`config.mk`:
```
export PLATFORM = sky130hd
export DESIGN_NAME = pc_gen
export DESIGN_NICKNAME = d
export VERILOG_FILES = /design/src/rtl/pc_gen.sv
export SDC_FILE = /design/constraint.sdc
export NUM_CORES = 1
export LEC_CHECK = 0
export BUFFER_PORTS_ARGS = -buffer_cell sky130_fd_sc_hd__buf_4
export CORE_MARGIN = 2
export CORE_UTILIZATION = 49
export DETAILED_ROUTE_END_ITERATION = 16
export MAX_ROUTING_LAYER = met4
export PLACE_DENSITY = 0.85
export SYNTH_ARGS = -nofsm -noshare
export SYNTH_HDL_FRONTEND = slang
export SYNTH_SLANG_ARGS = --single-unit
```
`constraint.sdc`:
```
create_clock -name i_clock -period 2.4 [get_ports i_clock]
set_clock_uncertainty 0.15 [all_clocks]
set_input_delay 0.24 -clock i_clock [delete_from_list [all_inputs] [get_ports i_clock]]
set_output_delay 0.24 -clock i_clock [all_outputs]
set_load 0.05 [all_outputs]
```
`src/rtl/pc_gen.sv`:
```
// Fetch-PC generator: registered fetch address with valid/ready handoff, trap/branch redirects and epoch tagging.
// Redirect-to-fetch latency 1 cycle; i_ready only gates sequential advance; all outputs registered.
module pc_gen #(
   parameter int unsigned          XLEN       = 32,
   parameter logic [XLEN-1:0]      RESET_VEC  = 32'h3000_0000,
   parameter int unsigned          STEP       = 4,
   parameter int unsigned          ALIGN_BITS = 2,
   parameter int unsigned          EPOCH_W    = 2
) (
   input  logic                i_clock,
   input  logic                reset,
   input  logic                i_redir_valid,
   input  logic [XLEN-1:0]     i_redir_pc,
   input  logic                i_trap_valid,
   input  logic [XLEN-1:0]     i_trap_pc,
   input  logic                i_ready,
   output logic                o_valid,
   output logic [XLEN-1:0]     o_pc,
   output logic [EPOCH_W-1:0]  o_epoch,
   output logic                o_misalign
);

   localparam logic [1:0] BOOT = 2'd0;
   localparam logic [1:0] RUN  = 2'd1;
   localparam logic [1:0] HALT = 2'd2;

   localparam logic [XLEN-1:0] ALIGN_MASK = XLEN'((64'd1 << ALIGN_BITS) - 64'd1);
   localparam logic [XLEN-1:0] STEP_INC   = XLEN'(STEP);

   logic [1:0]         state_q,    state_d;
   logic [XLEN-1:0]    pc_q,       pc_d;
   logic               valid_q,    valid_d;
   logic [EPOCH_W-1:0] epoch_q,    epoch_d;
   logic               misalign_q, misalign_d;

   logic               redir_any;
   logic [XLEN-1:0]    redir_tgt;
   logic               xfer;

   // Trap outranks branch when both pulse together.
   assign redir_any = i_trap_valid | i_redir_valid;
   assign redir_tgt = i_trap_valid ? i_trap_pc : i_redir_pc;
   assign xfer      = valid_q & i_ready;

   always_comb begin
      state_d    = state_q;
      pc_d       = pc_q;
      valid_d    = valid_q;
      epoch_d    = epoch_q;
      misalign_d = misalign_q;
      if (redir_any) begin
         state_d    = RUN;
         pc_d       = redir_tgt;
         valid_d    = 1'b1;
         epoch_d    = epoch_q + 1'b1;
         misalign_d = (redir_tgt & ALIGN_MASK) != '0;
      end else begin
         case (state_q)
            BOOT: begin
               state_d = RUN;
               valid_d = 1'b1;
            end
            RUN: begin
               if (xfer) begin
                  // A misaligned PC is handed over once so the backend can fault, then fetch stops.
                  if (misalign_q) begin
                     state_d = HALT;
                     valid_d = 1'b0;
                  end else begin
                     pc_d = pc_q + STEP_INC;
                  end
               end
            end
            HALT: begin
               valid_d = 1'b0;
            end
            default: begin
               state_d = BOOT;
               valid_d = 1'b0;
            end
         endcase
      end
   end

   always_ff @(posedge i_clock) begin
      if (reset) begin
         state_q    <= BOOT;
         pc_q       <= RESET_VEC;
         valid_q    <= 1'b0;
         epoch_q    <= '0;
         misalign_q <= 1'b0;
      end else begin
         state_q    <= state_d;
         pc_q       <= pc_d;
         valid_q    <= valid_d;
         epoch_q    <= epoch_d;
         misalign_q <= misalign_d;
      end
   end

   assign o_valid    = valid_q;
   assign o_pc       = pc_q;
   assign o_epoch    = epoch_q;
   assign o_misalign = misalign_q;

endmodule

```
; ---- After elaboration in Yosys (flattened, before gate mapping)
; Cells that the tools add are included.
[word_totals]
regBits = 38
latch_bits = 0
ramBits = 0
mem_bits_ro = 0
inputBits = 69
output_inout_bits = 36
mem_count = 0
[classes]
add_sub_neg = 2
mul = 0
n_div = 0
n_lt_le_gt_ge = 0
n_eq_ne = 8
shifts = 0
n_mux = 13
bitwise = 3
n_reduce_logical = 9
[ops]
columns = operator, n
row1 = 32-bit 2-to-1 mux, 5
row2 = "32-bit by 3-bit adder with 32-bit output, second input constant", 1
row3 = 32-bit nonzero test, 1
row4 = 3-bit AND reduction, 3
row5 = "2-bit inequality test, second input constant", 3
row6 = "3-bit inequality test, second input constant", 2
row7 = 2-bit one-hot mux with 3 select lines, 1
row8 = 1-bit 2-to-1 mux, 4
row9 = 2-bit 2-to-1 mux, 2
row10 = 2-bit nonzero test, 2
row11 = "2-bit by 1-bit adder with 2-bit output, second input constant", 1
row12 = "2-bit by 1-bit equality test with 1-bit output, second input constant", 1
row13 = "2-bit equality test, second input constant", 1
row14 = 2-bit logical NOT, 1
row15 = "2-bit by 1-bit inequality test with 1-bit output, second input constant", 1
row16 = 1-bit one-hot mux with 2 select lines, 1
row17 = 2-bit AND reduction, 1
row18 = 2-bit OR reduction, 1
row19 = 1-bit AND, 1
row20 = 1-bit inverter, 1
row21 = 1-bit OR, 1

; ---- Depth between registers and ports, before layout
; Gate-level depths: netlist (run 1).
[depth]
word_depth = 5
ltp_mapped = 8
ltp_nobuf = 6

; ---- Least setup slack after synthesis (run 1)
; OpenSTA, ideal clock, no wires.
[synth_path]
path_kind = register to register
startpoint = register pc_q[2], in the netlist o_pc[2]
endpoint = register pc_q[22], in the netlist o_pc[22]
setup_time_ns = 0.132
arrival_time_ns = 1.937
required_ns = 2.118
path_slack_ns = 0.181
stages_incl_launch_ff = 7
path_buffers = 0
period_less_slack_ns = 2.219
cell_sequence = dfxtp_1 -> ha_1 -> and4_1 -> nand4_2 -> or3_1 -> a21oi_1 -> nor3_1
[synth_between]
elab_chain_cells = 5
[synth_rtl]
columns = element, line
row1 = from (decl), 31  ; logic [XLEN-1:0] pc_q, pc_d;
row2 = from (signal assigned), 94  ; pc_q <= pc_d;
row3 = 32-bit by 3-bit adder with 32-bit output, 70  ; pc_d = pc_q + STEP_INC;
row4 = 32-bit 2-to-1 mux, 66  ; if (misalign_q) begin
row5 = 32-bit 2-to-1 mux, 64  ; if (xfer) begin
row6 = 32-bit 2-to-1 mux, 58  ; case (state_q)
row7 = 32-bit 2-to-1 mux, 51  ; if (redir_any) begin
; Every way passes these cells. The select of a mux whose other input is x is not followed.
; A chain may end at the register's enable or synchronous reset.

; ---- Worst setup path after layout (run 1)
[layout_path]
startpoint = register pc_q[2], in the netlist o_pc[2]
endpoint = register pc_q[20], in the netlist o_pc[20]
; Same word-level chain as after synthesis.

==> results of run 1 <==
-- kinds of logic (layout without fill, tap and decap cells) --
kind of cell	after synthesis	in the layout	synth area share [%]
and+or+nand+nor	170	170	34.31
muxes	5	5	1.899
xor gates and xnor gates	7	7	2.326
DFF	38	38	28.86
buffers and inverters	35	123	5.790
AOI/OAI and AO/OA	112	112	26.34
adders and majority gates	1	1	0.4745
-- cells in the mapped netlist, drive strengths merged, types with 4 or more instances --
cell type and count:
mux2i 5, clkbuf 14, and3 7, inv 6, and4 6, dfxtp 38, a211oi 7, a31oi 4
buf 15, xnor2 5, a2bb2oi 4, nand4 12, o21ai 27, nand2 50, nand2b 4, nor2 30
nand3 14, nor4 16, o31a 4, nor3 17, o22ai 4, a21oi 39, and2 6
-- cells in the final DEF (no fill, tap or decap), drive strengths merged, types with 2 or more instances in the layout --
master,instances
o2bb2ai,2
or2,2
nand2b,4
o21a,2
o22ai,4
nand2,50
a211oi,7
o311ai,2
xor2,2
nor3,17
clkbuf,8
a21oi,39
xnor2,5
and2,6
nor2,30
o21ai,27
nand3,14
and4,6
a311oi,3
mux2i,5
a21boi,2
a21o,3
nor4,16
o21bai,3
a2bb2oi,4
dfxtp,38
o31a,4
inv,6
a31oi,4
or3,3
nand4,12
and3,7
buf,109
-- per-layer routing --
layer  global-route usage (%)  routed length [um]
met3                    5.349                 694
met2                    50.17                4135
met4                    10.71                 201
met5                        -                   0
met1                    36.11                3581
-- final timing paths --
check | startpoint | to | slack (ns)
min | i_trap_pc[1] | o_pc[1]$_SDFFE_PP0P_ | 0.04
max reg2reg | o_pc[2]$_SDFFE_PP0P_ | o_pc[20]$_SDFFE_PP0P_ | 0.22
max | o_pc[2]$_SDFFE_PP0P_ | o_pc[20]$_SDFFE_PP0P_ | 0.22
min reg2reg | o_valid$_SDFFE_PP0P_ | o_valid$_SDFFE_PP0P_ | 0.33
-- flip-flops by register name (all words and copies together) (netlist names) --
| name | count |
|---|---|
| o_epoch | 2 |
| o_misalign | 1 |
| o_pc | 32 |
| o_valid | 1 |
| state_q | 2 |
-- power by group --
part | leakage (nW) | switching [mW] | internal, mW
registers | 0.314 | 0.0668 | 0.675
clock network | 0.0575 | 0.237 | 0.290
logic | 1.10 | 0.332 | 0.219
-- tightest hold or removal path: stages --
cell	delay [ns]
buf_4	0.08
a21oi_1	0.05
nor2_1	0.07
-- metrics by stage --
stage / utilization (%) / power, mW
finish: 68.52 / 1.820
global route: 68.52 / 1.896
CTS: 68.52 / 1.815
detailed placement: 66.38 / 1.301
global placement: 66.38 / 1.288
floorplan: - / 1.089
-- layout make-up --
class / count / area share (%)
clock buffer: 8 / 3.126
inverter: 6 / 0.6394
multi-input combinational: 295 / 48.92
sequential: 38 / 21.60
tap: 70 / 2.487
timing repair buffer: 109 / 23.23
==> flow_summary.json, run 1 <==
{
  "timing.hold.ws_ns": 0.03539,
  "postSynthCellCount": 368,
  "die_h_um": 77.35,
  "post_cts.repair.setup_buffers": 0,
  "leakagePower_nw": 1.469,
  "ctsResizeCount": 0,
  "grt_pass1_wl_mm": 14.23,
  "grt_max_degree": 41,
  "max_freq_mhz": 458.4,
  "critPathMaxFanout": 6,
  "outcome": "finished clean",
  "syn_nets": 438,
  "gp_congestion": 0.8508,
  "power_density_nw_per_um2": 516.8,
  "ant_nets": 0,
  "n_fill_cell": 467,
  "dieArea_um2": 5983,
  "cp_data_arrival_time_ns": 2.20,
  "cts.sinks": 38,
  "worstRegToRegCells": 6,
  "crit_buf_inv": 0,
  "crit_required_ns": 2.42,
  "drc": 0,
  "worst_setup_path_start_kind": "flip-flop",
  "finalSetupTns_ns": 0,
  "post_synth_num_cell_types": 53,
  "min_path_type": "input pin to flip-flop",
  "ys_warn_count": 0,
  "boundaryPins": 105,
  "cts_tree": "yes",
  "initial_core_util_pct": 51.29,
  "avgRoutedWirePerCell_um": 16.37,
  "cts.path.max_buffers": 2,
  "synth.avg_cell_area_um2": 7.164,
  "dp_hpwl_mm": 6.208,
  "path_delay_family": "simple AND/OR/NAND/NOR gates",
  "cap_violations": 0,
  "grt_pass1_vias": 3043,
  "ys_top_cells_by_area": "dfxtp_1 (29%), a21oi_1 (7.4%), nand2_1 (6.8%), o21ai_0 (5.1%), nor2_1 (4.3%)",
  "ctsHoldBuffers": 0,
  "synth_edf_count": 0,
  "clk_latency_ns": 0.29,
  "post-route-period-util_pct": 90.89,
  "seq_area_um2": 760.7,
  "synthArstFlopShare_pct": 0,
  "wl_mm": 8.613,
  "yosysSeqAreaShare_pct": 28.86,
  "fin_crit_ns": 2.181,
  "die_w_um": 77.35,
  "drtIter0Drc": 322,
  "antenna_cells": 0,
  "endpoint_kind": "flip-flop",
  "drtPass1Iterations": 5,
  "synth_top_area_cell": "dfxtp_1",
  "final_hold_viol_count": 0,
  "path_cells": "ha_1, nand4_1, nor4_1, a21boi_0, o21ai_0, a211oi_1",
  "via_count": 3204,
  "placed_cells": 518,
  "grtUsageTotal_pct": 29.89,
  "vias_per_cell": 6.091,
  "placed_area_um2": 3412,
  "cts.htree.levels": 2,
  "slew_viol_final": 0,
  "synth_ff_type": "dfxtp_1",
  "multi_input_area_um2": 1723,
  "overflow": 0,
  "rsz0062_at_grt": "false",
  "layout.nets": 525,
  "portBuffers": 104,
  "critPathMaxStageDelay_ns": 0.50,
  "path_clk_slew_ns": 0.08,
  "critPathKind": "flip-flop to flip-flop",
  "drive_above_1_share_pct": 28.73,
  "synth_top_area_share_pct": 28.86,
  "pre_cts_slack_ns": 0.3182,
  "ys_ff_latch": 38,
  "worst-path-stages": 6,
  "relSlewSlack_pct": 56.09,
  "setup_ws_ns": 0.2187,
  "syn-cell-area_um2": 2636,
  "setup_violations": 0,
  "cts_buffers": 5,
  "hold_depth": 3,
  "tightest_slew_ns": 0.6586,
  "rows": 26,
  "antenna_found_initial": 0,
  "ir_drop_mv": 0.2704,
  "synthToLayoutAreaGrowth_pct": 33.60,
  "finalInstanceArea_um2": 3522,
  "root_buffer": "clkbuf_8",
  "slowest_stage": "nor4_1",
  "core_um2": 5140,
  "stdcell_count": 526
}
(Power assumes the default switching activity.)
==> inputs of run 2 (changes only) <==
- CORE_ASPECT_RATIO: not set -> 1.75
- PLACE_DENSITY: 0.85 -> 0.8
==> flow_summary.json, run 2 (synthesis results as in run 1) <==
{
  "outcome": "finished clean",
  "leakagePower_nw": 1.480,
  "cts.sinks": 38,
  "p_switching_mw": 0.6502,
  "rows": 35,
  "min_path_type": "input pin to flip-flop",
  "fin_crit_ns": 2.160,
  "power.total_mw": 1.854,
  "clk_latency_ns": 0.30,
  "slew_viol_final": 0,
  "avgRoutedWirePerCell_um": 17.46,
  "critPathMaxStageDelay_ns": 0.52,
  "gp_congestion": 0.9426,
  "grt_pass1_vias": 2960,
  "p_int_mw": 1.204,
  "grt_pass1_wl_mm": 13.95,
  "critPathMaxFanout": 6,
  "ctsHoldBuffers": 0,
  "drive_above_1_share_pct": 28.88,
  "drtPass1Iterations": 4,
  "setup_ws_ns": 0.2396,
  "pwr-share-seq_pct": 40.0,
  "cap_violations": 0,
  "dp_hpwl_mm": 6.524,
  "path_clk_slew_ns": 0.08,
  "grt_max_degree": 41,
  "final_hold_viol_count": 0,
  "layout.nets": 526,
  "die_h_um": 101.0,
  "cts_tree": "yes",
  "cts_buffers": 5,
  "max_freq_mhz": 462.9,
  "pre_cts_slack_ns": 0.3159,
  "portBuffers": 104,
  "core_um2": 5211,
  "post_cts.repair.setup_buffers": 0,
  "overflow": 0,
  "via_count": 3169,
  "endpoint_kind": "flip-flop",
  "rsz0062_at_grt": "false",
  "wl_mm": 8.942,
  "p_sw_share_pct": 35.07,
  "timing.hold.ws_ns": 0.03153,
  "largest_register_ffs": 32,
  "final_cell_mix": "buf_4 (109), nand2_1 (48), a21oi_1 (39)",
  "worst_setup_path_start_kind": "flip-flop",
  "finalSetupTns_ns": 0,
  "die_w_um": 59.45,
  "post-route-period-util_pct": 90.02,
  "combinationalPowerShare_pct": 30.0,
  "n_fill_cell": 477,
  "drtIter0Drc": 201,
  "power_density_nw_per_um2": 526.3,
  "vias_per_cell": 6.189,
  "ant_nets": 0,
  "initial_core_util_pct": 50.59,
  "pwr-share-clk_pct": 30.0,
  "critPathKind": "flip-flop to flip-flop",
  "relSlewSlack_pct": 52.77,
  "synthToLayoutAreaGrowth_pct": 33.60,
  "cts.htree.levels": 2,
  "antenna_found_initial": 0,
  "boundaryPins": 105,
  "tightest_slew_ns": 0.7085,
  "cp_data_arrival_time_ns": 2.19,
  "path_cells": "ha_1, nand4_1, nor4_1, a21boi_0, o21ai_0, a211oi_1",
  "root_buffer": "clkbuf_8",
  "setup_violations": 0,
  "cts.path.max_buffers": 2,
  "final_common_cell": "buf_4",
  "dieArea_um2": 6006,
  "ctsResizeCount": 0,
  "slowest_stage": "nor4_1",
  "antenna_cells": 0,
  "drc": 0,
  "crit_required_ns": 2.43,
  "ir_drop_mv": 0.3576,
  "grtUsageTotal_pct": 30.99
}
==> run 2: cell types whose count changed in the layout (fill, tap and decap cells not counted) <==
cell / before / now
bufinv_16: 0 / 1
clkinv_2: 0 / 2
buf_12: 0 / 1
clkbuf_8: 8 / 5
==> run 2: layout make-up <==
| cell class | count | area, um2 | share of cell area [%] |
|---|---|---|---|
| multi-input cells | 295 | 1723 | 48.92 |
| clock buffers | 5 | 68.82 | 1.954 |
| inverters | 6 | 22.52 | 0.6394 |
| clock inverters | 3 | 40.04 | 1.137 |
| well taps | 55 | 68.82 | 1.954 |
| flip-flops and latches | 38 | 760.7 | 21.60 |
| repair buffers | 110 | 838.3 | 23.80 |
==> run 2: power groups by stage <==
stage	Combinational, mW	Clock, mW	Sequential, mW
2_1_floorplan	0.203	0	0.886
3_3_place_gp	0.545	0	0.752
3_5_place_dp	0.555	0	0.754
4_1_cts	0.556	0.555	0.740
5_1_grt	0.593	0.584	0.748
6_report	0.556	0.556	0.742
==> run 2: final timing paths <==
| check | from | endpoint | slack [ns] | depth (start not counted) |
|---|---|---|---|---|
| hold reg to reg | o_pc[13]$_SDFFE_PP0P_ | o_pc[13]$_SDFFE_PP0P_ | 0.35 | 2 |
| setup / recovery | o_pc[2]$_SDFFE_PP0P_ | o_pc[20]$_SDFFE_PP0P_ | 0.24 | 6 |
| hold / removal | i_trap_pc[1] | o_pc[1]$_SDFFE_PP0P_ | 0.03 | 3 |
| setup reg to reg | o_pc[2]$_SDFFE_PP0P_ | o_pc[20]$_SDFFE_PP0P_ | 0.24 | 6 |
==> run 2: worst max-delay path, delay by kind of cell (launching register included) <==
kind                       cells  cell delay, ns
DFF                            1            0.44
AOI/OAI and AO/OA              3            0.44
adders and majority gates      1            0.27
and+or+nand+nor                2            0.73
==> run 2: metal layers <==
metal | up-vias | global-route usage, % | share of wire [%]
met5 | - | - | 0
li1 | 1539 | - | -
met3 | 24 | 3.851 | 5.9
met4 | 0 | 13.99 | 3.6
met2 | 126 | 54.95 | 55
met1 | 1480 | 32.99 | 36
==> run 2: metrics by stage <==
step                      instances  util (%)  cell area, um2
after floorplan                 368         -            2636
after global placement          504     65.50            3413
after detailed placement        504     65.50            3413
after CTS                       512     67.59            3522
after global routing            512     67.59            3522
final                           512     67.59            3522
==> inputs of run 3 (changes only) <==
- CORE_ASPECT_RATIO: 1.75 -> 0.5
- PLACE_DENSITY: 0.8 -> 0.84
==> flow_summary.json, run 3 (synthesis results as in run 1) <==
{
  "avgRoutedWirePerCell_um": 16.69,
  "grtUsageTotal_pct": 29.97,
  "cap_violations": 0,
  "crit_start": "o_pc[10]$_SDFFE_PP0P_",
  "cp_data_arrival_time_ns": 2.16,
  "rrSetupSlack_ns": 0.28,
  "endpoint_kind": "flip-flop",
  "critPathKind": "flip-flop to flip-flop",
  "tightest_slew_ns": 0.6741,
  "post-route-period-util_pct": 88.41,
  "pre_cts_slack_ns": 0.3257,
  "rows": 18,
  "crit_end": "o_pc[28]$_SDFFE_PP1P_",
  "dieArea_um2": 6018,
  "cts_tree": "yes",
  "seq_area_um2": 760.7,
  "initial_core_util_pct": 52.26,
  "cts.sinks": 38,
  "boundaryPins": 105,
  "placed_cells": 519,
  "synthToLayoutAreaGrowth_pct": 33.79,
  "ctsResizeCount": 0,
  "finalSetupTns_ns": 0,
  "ctsHoldBuffers": 0,
  "power.total_mw": 1.739,
  "r2r_end": "o_pc[28]$_SDFFE_PP1P_",
  "die_w_um": 107.7,
  "grt_pass1_vias": 2933,
  "cts.htree.levels": 2,
  "drtPass1Iterations": 5,
  "outcome": "finished clean",
  "dp_hpwl_mm": 6.406,
  "crit_required_ns": 2.43,
  "layout.nets": 526,
  "worstReg2RegStart": "o_pc[10]$_SDFFE_PP0P_",
  "critPathMaxFanout": 9,
  "drtIter0Drc": 295,
  "multi_input_area_um2": 1723,
  "rsz0062_at_grt": "false",
  "post_cts.repair.setup_buffers": 0,
  "path_clk_slew_ns": 0.07,
  "stdcell_count": 525,
  "setup_violations": 0,
  "overflow": 0,
  "drive_above_1_share_pct": 28.57,
  "antenna_cells": 0,
  "clk_latency_ns": 0.29,
  "antenna_found_initial": 0,
  "fin_crit_ns": 2.122,
  "finalInstanceArea_um2": 3527,
  "drc": 0,
  "leakagePower_nw": 1.469,
  "max_freq_mhz": 471.3,
  "grt_max_degree": 41,
  "die_h_um": 55.87,
  "final_util_pct": 69.92,
  "n_fill_cell": 430,
  "grt_pass1_wl_mm": 14.25,
  "placed_area_um2": 3445,
  "worstRegToRegCells": 5,
  "gp_congestion": 0.9298,
  "slew_viol_final": 0,
  "largest_register_ffs": 32,
  "final_cell_mix": "buf_4 (108), nand2_1 (48), a21oi_1 (39)",
  "final_hold_viol_count": 0,
  "ant_nets": 0,
  "timing.hold.ws_ns": 0.04744,
  "cts.path.max_buffers": 2,
  "min_path_type": "input pin to flip-flop",
  "relSlewSlack_pct": 55.06,
  "portBuffers": 104,
  "vias_per_cell": 6.059,
  "setup_ws_ns": 0.2781,
  "worst_setup_path_start_kind": "flip-flop",
  "root_buffer": "clkbuf_8",
  "via_count": 3181,
  "ir_drop_mv": 0.3071,
  "power_density_nw_per_um2": 493.0,
  "core_um2": 5045,
  "cts_buffers": 5,
  "final_common_cell": "buf_4",
  "wl_mm": 8.761
}
-- run 3: cell types whose count changed in the layout (fill, tap and decap cells not counted) --
cell / delta
buf_12: +1
buf_4: -1
clkinv_2: -2
bufinv_16: -1
clkbuf_8: +1
-- run 3: final cells by class --
| class | instances | area share [%] |
|---|---|---|
| tap | 70 | 2.483 |
| inverter | 6 | 0.6385 |
| sequential | 38 | 21.57 |
| timing repair buffer | 110 | 24.12 |
| multi-input combinational | 295 | 48.85 |
| clock buffer | 6 | 2.341 |
-- run 3: power breakdown --
| group | leakage [nW] | switching [mW] | total (mW) | internal (mW) |
|---|---|---|---|---|
| registers | 0.314 | 0.0685 | 0.744 | 0.676 |
| clock network | 0.0431 | 0.217 | 0.439 | 0.222 |
| logic | 1.11 | 0.331 | 0.556 | 0.225 |
-- run 3: how the worst min path moves through the flow --
stage | startpoint | endpoint | slack (ns) | cells after the start
detailed placement | i_trap_pc[1] | o_pc[1]$_SDFFE_PP0P_ | 0.34 | 3
global placement | o_valid$_SDFFE_PP0P_ | o_valid$_SDFFE_PP0P_ | 0.32 | 1
finish | i_trap_pc[0] | o_pc[0]$_SDFFE_PP0P_ | 0.05 | 3
floorplan | i_trap_pc[0] | o_pc[0]$_SDFFE_PP0P_ | 0.23 | 2
CTS | i_trap_pc[1] | o_pc[1]$_SDFFE_PP0P_ | 0.05 | 3
global route | i_trap_pc[1] | o_pc[1]$_SDFFE_PP0P_ | 0.04 | 3
-- run 3: layer usage --
| metal | GRT usage (%) | routed length [um] | vias to the layer above |
|---|---|---|---|
| met5 | - | 0 | - |
| met4 | 6.410 | 125 | 0 |
| met3 | 4.801 | 781 | 15 |
| met2 | 46.81 | 3960 | 167 |
| met1 | 41.10 | 3894 | 1462 |
| li1 | - | - | 1537 |
-- run 3: worst max-delay path: stages (launching register included) --
cell,delay [ns]
dfxtp_1,0.47
and4_1,0.46
nand4_2,0.30
nor4_1,0.34
xor2_1,0.11
o22a_1,0.18
